File: src/rtl/choice_1ofn_mon.sv
// Registered 1-of-N code monitor: validity, index, sticky error, saturating error counter.
// Define CHOICE_CAPTURE_EN to add the first-error capture (cap_valid / cap_x).
module choice_1ofn_mon #(
  parameter int unsigned N          = 5,
  parameter int unsigned IDX_W      = $clog2(N),
  parameter int unsigned CNT_W      = 8,
  parameter int unsigned ALLOW_ZERO = 0
) (
  input  logic             clk,
  input  logic             rst,
  input  logic             in_valid,
  input  logic [N-1:0]     x,
  input  logic             clr,
  output logic             out_valid,
  output logic             y,
  output logic [IDX_W-1:0] idx,
  output logic             err_zero,
  output logic             err_multi,
  output logic             err_sticky,
`ifdef CHOICE_CAPTURE_EN
  output logic             cap_valid,
  output logic [N-1:0]     cap_x,
`endif
  output logic [CNT_W-1:0] err_cnt
);

  logic             out_valid_q, y_q, err_zero_q, err_multi_q, err_sticky_q;
  logic [IDX_W-1:0] idx_q;
  logic [CNT_W-1:0] err_cnt_q;

  logic             out_valid_d, y_d, err_zero_d, err_multi_d, err_sticky_d;
  logic [IDX_W-1:0] idx_d;
  logic [CNT_W-1:0] err_cnt_d;

  logic             seen, multi, zero, err_d, sticky_base;
  logic [IDX_W-1:0] idx_raw;
  logic [CNT_W-1:0] cnt_base;

`ifdef CHOICE_CAPTURE_EN
  logic             cap_valid_q, cap_valid_d, cap_base;
  logic [N-1:0]     cap_x_q, cap_x_d;
`endif

  // Serial "seen one already" chain: multi is set exactly when popcount >= 2.
  always_comb begin
    seen    = 1'b0;
    multi   = 1'b0;
    idx_raw = '0;
    for (int unsigned i = 0; i < N; i++) begin
      multi = multi | (seen & x[i]);
      seen  = seen | x[i];
      if (x[i]) idx_raw = idx_raw | IDX_W'(i);
    end
    zero = ~seen;
  end

  always_comb begin
    out_valid_d = in_valid;
    err_zero_d  = in_valid & zero & (ALLOW_ZERO == 0);
    err_multi_d = in_valid & multi;
    err_d       = err_zero_d | err_multi_d;
    y_d         = in_valid & ~err_d;
    // idx_raw is only meaningful for a single set bit.
    idx_d       = (in_valid & ~multi & ~zero) ? idx_raw : '0;

    // Clear is applied before the current sample is recorded.
    sticky_base  = clr ? 1'b0 : err_sticky_q;
    cnt_base     = clr ? '0 : err_cnt_q;
    err_sticky_d = sticky_base | err_d;
    err_cnt_d    = (err_d && (cnt_base != '1)) ? cnt_base + CNT_W'(1) : cnt_base;

`ifdef CHOICE_CAPTURE_EN
    cap_base    = clr ? 1'b0 : cap_valid_q;
    cap_valid_d = cap_base | err_d;
    cap_x_d     = clr ? '0 : cap_x_q;
    if (err_d && !cap_base) cap_x_d = x;
`endif
  end

  always_ff @(posedge clk) begin
    if (rst) begin
      out_valid_q  <= 1'b0;
      y_q          <= 1'b0;
      idx_q        <= '0;
      err_zero_q   <= 1'b0;
      err_multi_q  <= 1'b0;
      err_sticky_q <= 1'b0;
      err_cnt_q    <= '0;
`ifdef CHOICE_CAPTURE_EN
      cap_valid_q  <= 1'b0;
      cap_x_q      <= '0;
`endif
    end else begin
      out_valid_q  <= out_valid_d;
      y_q          <= y_d;
      idx_q        <= idx_d;
      err_zero_q   <= err_zero_d;
      err_multi_q  <= err_multi_d;
      err_sticky_q <= err_sticky_d;
      err_cnt_q    <= err_cnt_d;
`ifdef CHOICE_CAPTURE_EN
      cap_valid_q  <= cap_valid_d;
      cap_x_q      <= cap_x_d;
`endif
    end
  end

  assign out_valid  = out_valid_q;
  assign y          = y_q;
  assign idx        = idx_q;
  assign err_zero   = err_zero_q;
  assign err_multi  = err_multi_q;
  assign err_sticky = err_sticky_q;
  assign err_cnt    = err_cnt_q;
`ifdef CHOICE_CAPTURE_EN
  assign cap_valid  = cap_valid_q;
  assign cap_x      = cap_x_q;
`endif

endmodule

File: config.mk
export PLATFORM = sky130hd
export DESIGN_NAME = choice_1ofn_mon
export DESIGN_NICKNAME = d
export VERILOG_FILES = /design/src/rtl/choice_1ofn_mon.sv
export SDC_FILE = /design/constraint.sdc
export NUM_CORES = 1
export LEC_CHECK = 0
export ABC_AREA = 1
export BUFFER_PORTS_ARGS = -buffer_cell sky130_fd_sc_hd__buf_2
export CAP_MARGIN = 10
export CORE_MARGIN = 2
export CORE_UTILIZATION = 35
export DETAILED_ROUTE_END_ITERATION = 6
export GPL_TIMING_DRIVEN = 0
export PLACE_DENSITY = 0.63
export SETUP_SLACK_MARGIN = 0.15
export SLEW_MARGIN = 20
export SYNTH_ARGS = -nofsm -noshare
export SYNTH_HDL_FRONTEND = slang
export SYNTH_SLANG_ARGS = --single-unit
File: constraint.sdc
create_clock -name clk -period 1.3 [get_ports clk]
set_input_delay 0.065 -clock clk [delete_from_list [all_inputs] [get_ports clk]]
set_output_delay 0.065 -clock clk [all_outputs]
set_load 0.02 [all_outputs]
==> results.sh, run 1 <==
export IMPL_run_status="finished, final reports clean"
export IMPL_end_kind="flop"
export IMPL_die_area_um2=2960
export IMPL_power_uw=929
export IMPL_syn_inst=122
export IMPL_h_tree_depth=1
export IMPL_intPower_uw=675
export IMPL_power_frac_clock=0.291
export IMPL_grt_pass1_vias=832
export IMPL_grt_total_usage=0.158
export IMPL_synth_common_cells="nand2_1 (30), dfxtp_1 (16), nor2_1 (13), inv_1 (11), nand3_1 (10)"
export IMPL_critPathMaxFanout=7
export IMPL_yosysWarnings=0
export IMPL_synth_top_area_cell="dfxtp_1"
export IMPL_synth_async_sr_flop_share=0
export IMPL_arrival_ns=1.50
export IMPL_synthToLayoutAreaGrowth_pct=37.6
export IMPL_syn_nets=132
export IMPL_tns_ns=0
export IMPL_maxSlewHeadroom=0.824
export IMPL_place_area_um2=1070
export IMPL_ys_flop_type="dfxtp_1"
export IMPL_crit_path_top_delay_cell="dfxtp_4"
export IMPL_drive_above_1_share=0.525
export IMPL_power_density_nw_per_um2=759
export IMPL_crit_top_cell="nand2_4"
export IMPL_syn_area_um2=890
export IMPL_switching_share=0.273
export IMPL_viasPerCell=4.79
export IMPL_synth_sequential_area_ratio=0.360
export IMPL_p_seq_frac=0.544
export IMPL_place_ws_ns=-0.160
export IMPL_yosysMostFrequentCell="nand2_1"
export IMPL_worst_pin_slew_ns=0.264
export IMPL_start_kind="flop"
export IMPL_vdd_drop_max_uv=636
export IMPL_hold_viol_final=0
export IMPL_rsz0062_at_grt="yes"
export IMPL_num_vias=900
export IMPL_crit_type="flop to flop"
export IMPL_boundaryPins=25
export IMPL_hp_class="primary input to flop"
export IMPL_fmax_ghz=0.781
export IMPL_cts_tree="yes"
export IMPL_totalWireLength_um=2020
export IMPL_numPortBuffers=23
export IMPL_p_comb_frac=0.165
export IMPL_initial_core_util=0.366
export IMPL_drt_iter0_markers=11
export IMPL_clock_latency_ns=0.29
export IMPL_die_x_um=54.4
export IMPL_core_um2=2430
export IMPL_cts_buffers=3
export IMPL_yosysTopAreaCellShare=0.360
export IMPL_numClockSinks=16
export IMPL_path_cells="nand2_4, inv_2, ha_4, nand2_4, nor2_4, nand2_4, nand3_4, nand2_2, a21oi_2"
export IMPL_hpwlAfterDp_um=1510
export IMPL_wl_per_cell_um=10.7
export IMPL_required_ns=1.53
export IMPL_root_buffer="clkbuf_4"
export IMPL_final_antenna_net_count=0
export IMPL_first_pass_iters=3
export IMPL_setup_viol=0
export IMPL_final_area_um2=1220
export IMPL_gp_congestion=0.779
export IMPL_floorplan_rows=18
export IMPL_cts_buffer_depth=2
export IMPL_power_switching_uw=254
export IMPL_ys_seq_elements=16
export IMPL_finalCritPeriodShare=0.984
export IMPL_post_route_min_period_ns=1.28
export IMPL_nets=169
export IMPL_setup_ws_ns=0.0203
export IMPL_hold_ws_ns=0.0442
export IMPL_slew_viol_final=0
export IMPL_cap_violations=0
export IMPL_grt_start_max_net_pins=11
export IMPL_avgSynthCellArea_um2=7.29
export IMPL_die_h_um=54.4
export IMPL_grt_ovfl_total=0
export IMPL_diodes=0
export IMPL_power_leakage_nw=0.593
export IMPL_antenna_found_initial=0
export IMPL_clkTransAtPathRegs_ns=0.09
export IMPL_drc=0
export IMPL_netlist_top_cells_area="dfxtp_1 (36%), nand2_1 (13%), nand3_1 (5.6%)"
export IMPL_skew_ns=0.00252
export IMPL_synth_edff_count=0
export IMPL_slowest_delay_ns=0.37
export IMPL_synth_distinct_cells=22
export IMPL_grt_pass1_wl_um=3300
[flip-flops by register name, summed over array words and instances, names as in the netlist]
name        cells
err_cnt         8
err_multi       1
err_sticky      1
err_zero        1
idx             3
out_valid       1
y               1
[critical path, delay by kind of cell (launching register included)]
kind                     cells  cell delay [ns]
AND/OR/NAND/NOR              6             0.52
flip-flops                   1             0.37
adder cells (fa/ha/maj)      1             0.15
AO/OA/AOI/OAI                1             0.12
buffers and inverters        1             0.07
[logic make-up (layout without fill, tap and decap cells)]
kind of cell	after synthesis	after routing	synth area share
buf+inv	17	53	0.0816
fa+ha+maj	1	1	0.0141
xor+xnor	1	1	0.00985
simple gates	77	77	0.470
compound gates	10	10	0.0647
flops	16	16	0.360
[placed cells by master (no fill, tap or decap)]
cell type | synthesis | final
ha_4 | 0 | 1
nor2_4 | 3 | 3
nor2_1 | 13 | 11
nand4_1 | 4 | 4
nand3_2 | 1 | 4
o21ai_0 | 1 | 1
nand3_1 | 10 | 7
dfxtp_1 | 16 | 12
dfxtp_4 | 0 | 2
nand2_4 | 2 | 4
a21oi_1 | 7 | 4
nand2_2 | 7 | 12
inv_1 | 11 | 9
clkinv_1 | 1 | 1
dfxtp_2 | 0 | 2
inv_2 | 3 | 5
buf_6 | 1 | 2
dlygate4sd3_1 | 0 | 1
buf_2 | 1 | 24
xnor2_1 | 1 | 1
nand2_1 | 30 | 23
a21oi_2 | 2 | 5
clkbuf_4 | 0 | 3
buf_4 | 0 | 7
nand3b_2 | 1 | 1
nand3_4 | 2 | 2
nor2_2 | 4 | 6
clkbuf_1 | 0 | 1
[metal layers]
| layer | up-vias | GRT usage | wire length (µm) |
|---|---|---|---|
| li1 | 458 | - | - |
| met3 | 5 | 0.0328 | 82 |
| met1 | 417 | 0.157 | 847 |
| met2 | 20 | 0.307 | 1050 |
| met5 | - | 0 | 0 |
| met4 | 0 | 0.0750 | 39 |
[timing repair]
item                                   in CTS  in global routing
setup buffers                               6                  2
resized for setup                           6                  8
hold buffers                                1                  0
pin swaps                                  12                  8
setup endpoints to repair                   8                  8
endpoints found under the hold margin       1                  0
[worst paths after layout]
check             startpoint    endpoint  slack (ns)  cells past startpoint
setup / recovery  err_cnt[0]  err_cnt[1]        0.02                      9
hold / removal          x[3]      idx[0]        0.04                      3
setup reg to reg  err_cnt[0]  err_cnt[1]        0.02                      9
hold reg to reg   err_sticky  err_sticky        0.49                      2
[power groups by stage]
stage / logic (mW) / clock network [mW] / registers (mW)
2_1_floorplan: 0.0756 / 0 / 0.532
3_3_place_gp: 0.134 / 0 / 0.516
3_5_place_dp: 0.137 / 0 / 0.516
4_1_cts: 0.147 / 0.279 / 0.505
5_1_grt: 0.169 / 0.302 / 0.507
6_report: 0.153 / 0.271 / 0.505
[final cells by class]
cell class | count | area (µm²)
timing repair buffer | 32 | 189
fill | 251 | 1210
sequential | 16 | 330
clock buffer | 4 | 26.3
inverter | 15 | 56.3
buffer | 2 | 16.3
multi-input combinational | 89 | 568
tap | 30 | 37.5
[metrics by stage]
stage | util | instances
floorplan | - | 122
global placement | 0.442 | 175
detailed placement | 0.442 | 175
CTS | 0.483 | 186
global route | 0.503 | 188
finish | 0.503 | 188
Power figures use the tool's default switching activity.
==> inputs of run 2 (changes only) <==
--- a/config.mk
+++ b/config.mk
@@ -6,7 +6,7 @@
 export NUM_CORES = 1
 export LEC_CHECK = 0
 export ABC_AREA = 1
-export BUFFER_PORTS_ARGS = -buffer_cell sky130_fd_sc_hd__buf_2
+export BUFFER_PORTS_ARGS = -buffer_cell sky130_fd_sc_hd__buf_4
 export CAP_MARGIN = 10
 export CORE_MARGIN = 2
 export CORE_UTILIZATION = 35
==> results.sh, run 2 (synthesized netlist as in run 1, its figures left out) <==
export IMPL_layout_cells_non_filler=188
export IMPL_cap_violations=0
export IMPL_violations="setup timing"
export IMPL_cp_depth=9
export IMPL_start_kind="flop"
export IMPL_run_status="complete, but fails checks"
export IMPL_die_x_um=54.4
export IMPL_power_switching_uw=261
export IMPL_cp_buffers_inverters=1
export IMPL_die_area_um2=2960
export IMPL_boundaryPins=25
export IMPL_slowest_delay_ns=0.37
export IMPL_dp_cells=175
export IMPL_viasPerCell=4.74
export IMPL_drc=0
export IMPL_largest_register_ffs=8
export IMPL_p_seq_frac=0.532
export IMPL_setup_ws_ns=-0.00917
export IMPL_slew_viol_final=0
export IMPL_path_cells="nand2_4, inv_4, ha_4, nand2_4, nor2_4, nand2_4, nand3_4, nand2_1, a21oi_1"
export IMPL_first_pass_iters=5
export IMPL_layout_common_cells="buf_4 (31), nand2_1 (21), nand2_2 (14)"
export IMPL_power_frac_clock=0.288
export IMPL_final_area_um2=1280
export IMPL_diodes=0
export IMPL_root_buffer="clkbuf_4"
export IMPL_antenna_found_initial=0
export IMPL_crit_path_top_delay_cell="dfxtp_4"
export IMPL_power_density_nw_per_um2=744
export IMPL_gp_congestion=0.793
export IMPL_seq_area_um2=330
export IMPL_rr_endpoint="err_cnt[3]"
export IMPL_crit_top_cell="nand2_4"
export IMPL_clock_latency_ns=0.28
export IMPL_drive_above_1_share=0.532
export IMPL_post_route_min_period_ns=1.31
export IMPL_tns_ns=-0.0103
export IMPL_hpwlAfterDp_um=1470
export IMPL_worst_r2r_setup_slack_ns=-0.009
export IMPL_multiInputGateArea_um2=567
export IMPL_final_common_cell="buf_4"
export IMPL_grt_ovfl_total=0
export IMPL_p_comb_frac=0.180
export IMPL_r2r_start="err_cnt[0]"
export IMPL_maxSlewHeadroom=0.831
export IMPL_clkTransAtPathRegs_ns=0.10
export IMPL_r2r_cells=9
export IMPL_totalWireLength_um=2040
export IMPL_hold_viol_final=0
export IMPL_initial_core_util=0.366
export IMPL_num_vias=891
export IMPL_floorplan_rows=18
export IMPL_setup_viol=2
export IMPL_nets=169
export IMPL_grt_pass1_vias=856
export IMPL_cts_tree="yes"
export IMPL_core_um2=2430
export IMPL_fill_cells=243
export IMPL_power_uw=951
export IMPL_hold_ws_ns=0.0339
export IMPL_crit_type="flop to flop"
export IMPL_numPortBuffers=23
export IMPL_grt_total_usage=0.168
export IMPL_synthToLayoutAreaGrowth_pct=43.7
export IMPL_final_antenna_net_count=0
export IMPL_path_delay_family="simple AND/OR/NAND/NOR gates"
export IMPL_switching_share=0.274
export IMPL_critPathCapture="err_cnt[3]"
export IMPL_arrival_ns=1.53
export IMPL_hp_class="primary input to flop"
export IMPL_rsz0062_at_grt="yes"
export IMPL_skew_ns=0.00896
export IMPL_h_tree_depth=1
export IMPL_power_leakage_nw=0.595
export IMPL_grt_pass1_wl_um=3530
export IMPL_crit_path_start="err_cnt[0]"
export IMPL_grt_start_max_net_pins=11
export IMPL_end_kind="flop"
export IMPL_drt_iter0_markers=10
export IMPL_cts_buffer_depth=2
export IMPL_cts_buffers=3
export IMPL_numClockSinks=16
export IMPL_vdd_drop_max_uv=573
export IMPL_critPathMaxFanout=7
export IMPL_intPower_uw=691
export IMPL_place_area_um2=1130
export IMPL_wl_per_cell_um=10.9
export IMPL_fmax_ghz=0.764
export IMPL_finalCritPeriodShare=1.01
export IMPL_required_ns=1.52
export IMPL_die_h_um=54.4
export IMPL_worst_pin_slew_ns=0.254
==> run 2: through the flow <==
step | utilization | setup slack, ns
final | 0.526 | -0.00917
after global routing | 0.526 | -0.0772
after CTS | 0.504 | -0.00642
after detailed placement | 0.466 | -0.128
after global placement | 0.466 | -0.125
after floorplan | - | 0.0510
==> run 2: layout make-up <==
cell class              instances  area share
clock buffers                   4      0.0205
well taps                      30      0.0294
multi-input cells              89       0.443
plain buffers                   2      0.0127
flip-flops and latches         16       0.258
inverters                      15      0.0460
repair buffers                 32       0.190
==> run 2: tightest hold or removal path: cells and delay by family <==
family / cells / cell delay (ns)
simple gates: 2 / 0.11
buf+inv: 1 / 0.09
==> run 2: layer usage <==
layer | track usage | vias up | wire length, µm
li1 | - | 457 | -
met5 | 0 | - | 0
met1 | 0.190 | 405 | 859
met4 | 0.0792 | 0 | 38
met3 | 0.0410 | 4 | 98
met2 | 0.295 | 25 | 1050
==> run 2: timing repair <==
action / CTS / global route
endpoints found under the hold margin: 1 / 0
buffers inserted: 6 / 2
setup endpoints to repair: 8 / 8
resized for setup: 4 / 11
hold buffers: 1 / 0
pin swaps: 11 / 7
==> run 2: worst min-delay path by stage <==
stage | startpoint | to | slack [ns] | depth (start not counted)
floorplan | x[4] | idx[2] | 0.16 | 2
CTS | x[3] | idx[0] | 0.03 | 3
global route | in_valid | out_valid | 0.05 | 3
detailed placement | x[4] | idx[2] | 0.28 | 3
finish | x[3] | idx[0] | 0.03 | 3
global placement | x[4] | idx[2] | 0.28 | 3
==> run 2: power by group through the flow <==
stage	Clock [mW]	Sequential [mW]	Combinational [mW]
CTS	0.285	0.505	0.163
global placement	0	0.517	0.147
detailed placement	0	0.517	0.149
floorplan	0	0.532	0.0756
global route	0.329	0.508	0.187
finish	0.274	0.506	0.171
==> inputs of run 3 (changes only) <==
--- a/config.mk
+++ b/config.mk
@@ -6,13 +6,13 @@
 export NUM_CORES = 1
 export LEC_CHECK = 0
 export ABC_AREA = 1
-export BUFFER_PORTS_ARGS = -buffer_cell sky130_fd_sc_hd__buf_4
+export BUFFER_PORTS_ARGS = -buffer_cell sky130_fd_sc_hd__buf_2
 export CAP_MARGIN = 10
 export CORE_MARGIN = 2
 export CORE_UTILIZATION = 35
 export DETAILED_ROUTE_END_ITERATION = 6
 export GPL_TIMING_DRIVEN = 0
-export PLACE_DENSITY = 0.63
+export PLACE_DENSITY = 0.6
 export SETUP_SLACK_MARGIN = 0.15
 export SLEW_MARGIN = 20
 export SYNTH_ARGS = -nofsm -noshare
==> constraint.sdc (replaced) <==
create_clock -name clk -period 1.57 [get_ports clk]
set_input_delay 0.0785 -clock clk [delete_from_list [all_inputs] [get_ports clk]]
set_output_delay 0.0785 -clock clk [all_outputs]
set_load 0.02 [all_outputs]
==> results.sh, run 3 (synthesized netlist as in run 1, its figures left out) <==
export IMPL_run_status="finished, final reports clean"
export IMPL_post_route_min_period_ns=1.41
export IMPL_power_density_nw_per_um2=712
export IMPL_boundaryPins=25
export IMPL_switching_share=0.263
export IMPL_arrival_ns=1.64
export IMPL_skew_ns=0.00500
export IMPL_setup_viol=0
export IMPL_end_kind="flop"
export IMPL_slowest_delay_ns=0.36
export IMPL_totalWireLength_um=2010
export IMPL_worst_r2r_setup_slack_ns=0.16
export IMPL_die_h_um=54.4
export IMPL_path_delay_family="simple AND/OR/NAND/NOR gates"
export IMPL_clock_latency_ns=0.29
export IMPL_p_seq_frac=0.518
export IMPL_maxSlewHeadroom=0.825
export IMPL_viasPerCell=4.69
export IMPL_gp_congestion=0.781
export IMPL_required_ns=1.80
export IMPL_grt_pass1_wl_um=3180
export IMPL_power_frac_clock=0.337
export IMPL_drt_iter0_markers=10
export IMPL_slew_viol_final=0
export IMPL_holdPathStages=3
export IMPL_p_comb_frac=0.145
export IMPL_final_antenna_net_count=0
export IMPL_grt_start_max_net_pins=11
export IMPL_cp_buffers_inverters=1
export IMPL_cap_violations=0
export IMPL_crit_top_cell="nand2_2"
export IMPL_die_area_um2=2960
export IMPL_antenna_found_initial=0
export IMPL_clkTransAtPathRegs_ns=0.09
export IMPL_grt_ovfl_total=0
export IMPL_start_kind="flop"
export IMPL_hold_viol_final=0
export IMPL_num_vias=854
export IMPL_h_tree_depth=1
export IMPL_layout_common_cells="nand2_1 (25), buf_2 (24), dfxtp_1 (14)"
export IMPL_numClockSinks=16
export IMPL_place_ws_ns=-0.0375
export IMPL_nets=163
export IMPL_r2r_cells=9
export IMPL_critPathMaxFanout=7
export IMPL_initial_core_util=0.366
export IMPL_path_cells="nand2_2, inv_2, ha_4, nand2_2, nor2_4, nand2_4, nand3_4, nand2_1, a21oi_2"
export IMPL_floorplan_rows=18
export IMPL_synthToLayoutAreaGrowth_pct=28.3
export IMPL_crit_type="flop to flop"
export IMPL_fmax_ghz=0.709
export IMPL_diodes=0
export IMPL_wl_per_cell_um=11.0
export IMPL_core_um2=2430
export IMPL_grt_total_usage=0.152
export IMPL_setup_ws_ns=0.159
export IMPL_rsz0062_at_grt="no"
export IMPL_worst_pin_slew_ns=0.262
export IMPL_cts_buffers=3
export IMPL_power_uw=812
export IMPL_hold_end="idx[1]"
export IMPL_dp_cells=175
export IMPL_hp_class="primary input to flop"
export IMPL_power_switching_uw=214
export IMPL_root_buffer="clkbuf_4"
export IMPL_drc=0
export IMPL_cts_buffer_depth=2
export IMPL_power_leakage_nw=0.539
export IMPL_intPower_uw=598
export IMPL_vdd_drop_max_uv=332
export IMPL_rr_endpoint="err_cnt[4]"
export IMPL_first_pass_iters=4
export IMPL_cts_tree="yes"
export IMPL_hpwlAfterDp_um=1450
export IMPL_final_common_cell="nand2_1"
export IMPL_layout_cells_non_filler=182
export IMPL_numPortBuffers=23
export IMPL_crit_path_top_delay_cell="dfxtp_2"
export IMPL_cp_depth=9
export IMPL_largest_register_ffs=8
export IMPL_drive_above_1_share=0.454
export IMPL_die_x_um=54.4
export IMPL_hold_start="x[2]"
export IMPL_r2r_start="err_cnt[0]"
export IMPL_grt_pass1_vias=771
export IMPL_finalCritPeriodShare=0.899
==> run 3: changes by cell type in the layout (fill, tap and decap cells not counted), moves of 2 or more <==
cell     delta
buf_4      -29
dfxtp_1     +2
dfxtp_4     -2
nand2_4     -2
buf_2      +23
nand2_2     -2
a21oi_2     -2
nand2_1     +4
a21oi_1     +2
==> run 3: power groups by stage <==
stage / logic (mW) / registers, mW / clock network, mW
global placement: 0.107 / 0.429 / 0
detailed placement: 0.109 / 0.429 / 0
finish: 0.118 / 0.420 / 0.274
CTS: 0.113 / 0.420 / 0.286
global route: 0.130 / 0.421 / 0.298
floorplan: 0.0593 / 0.442 / 0
==> run 3: worst max-delay path by stage <==
stage | start | endpoint | slack (ns)
after global placement | clr | err_cnt[1] | 0.003
after detailed placement | clr | err_cnt[1] | -0.04
after global routing | err_cnt[0] | err_cnt[4] | 0.1
after CTS | err_cnt[1] | err_cnt[0] | 0.17
final | err_cnt[0] | err_cnt[4] | 0.16
after floorplan | err_cnt[0] | err_cnt[0] | 0.17
==> run 3: area by class of cell <==
cell class                      instances  area [µm²]
Fill cell                             258        1290
Inverter                               15        56.3
Clock buffer                            4        36.3
Timing Repair Buffer                   26         140
Buffer                                  2        16.3
Sequential cell                        16         323
Tap cell                               30        37.5
Multi-Input combinational cell         89         532
==> run 3: per-stage QoR <==
stage                     hold slack [ns]  setup TNS, ns  area (µm²)   util
after global placement              0.304              0        1040  0.430
after CTS                          0.0453              0        1100  0.454
after global routing               0.0559              0        1140  0.469
final                              0.0537              0        1140  0.469
after detailed placement            0.310         -0.136        1040  0.430
after floorplan                     0.176              0         892      -
==> run 3: routing by layer <==
layer | GRT usage | wire length [µm] | vias to the layer above
li1 | - | - | 449
met1 | 0.193 | 932 | 378
met2 | 0.237 | 929 | 22
met3 | 0.0246 | 93 | 5
met4 | 0.100 | 50 | 0
met5 | 0 | 0 | -
==> run 3: timing repair <==
action	4_1_cts	5_1_grt
endpoints found under the setup margin	7	7
pin swaps	1	7
hold endpoints to repair	1	0
buffers inserted	0	2
resized for setup	3	9
gates cloned	0	0
hold buffers	1	0
==> run 3: worst reg2reg max path: cells and delay by family, from the launching register on <==
| family | cells | cell delay (ns) |
|---|---|---|
| buffers and inverters | 1 | 0.09 |
| AND/OR/NAND/NOR | 6 | 0.61 |
| adder cells (fa/ha/maj) | 1 | 0.16 |
| AO/OA/AOI/OAI | 1 | 0.13 |
| flip-flops | 1 | 0.36 |
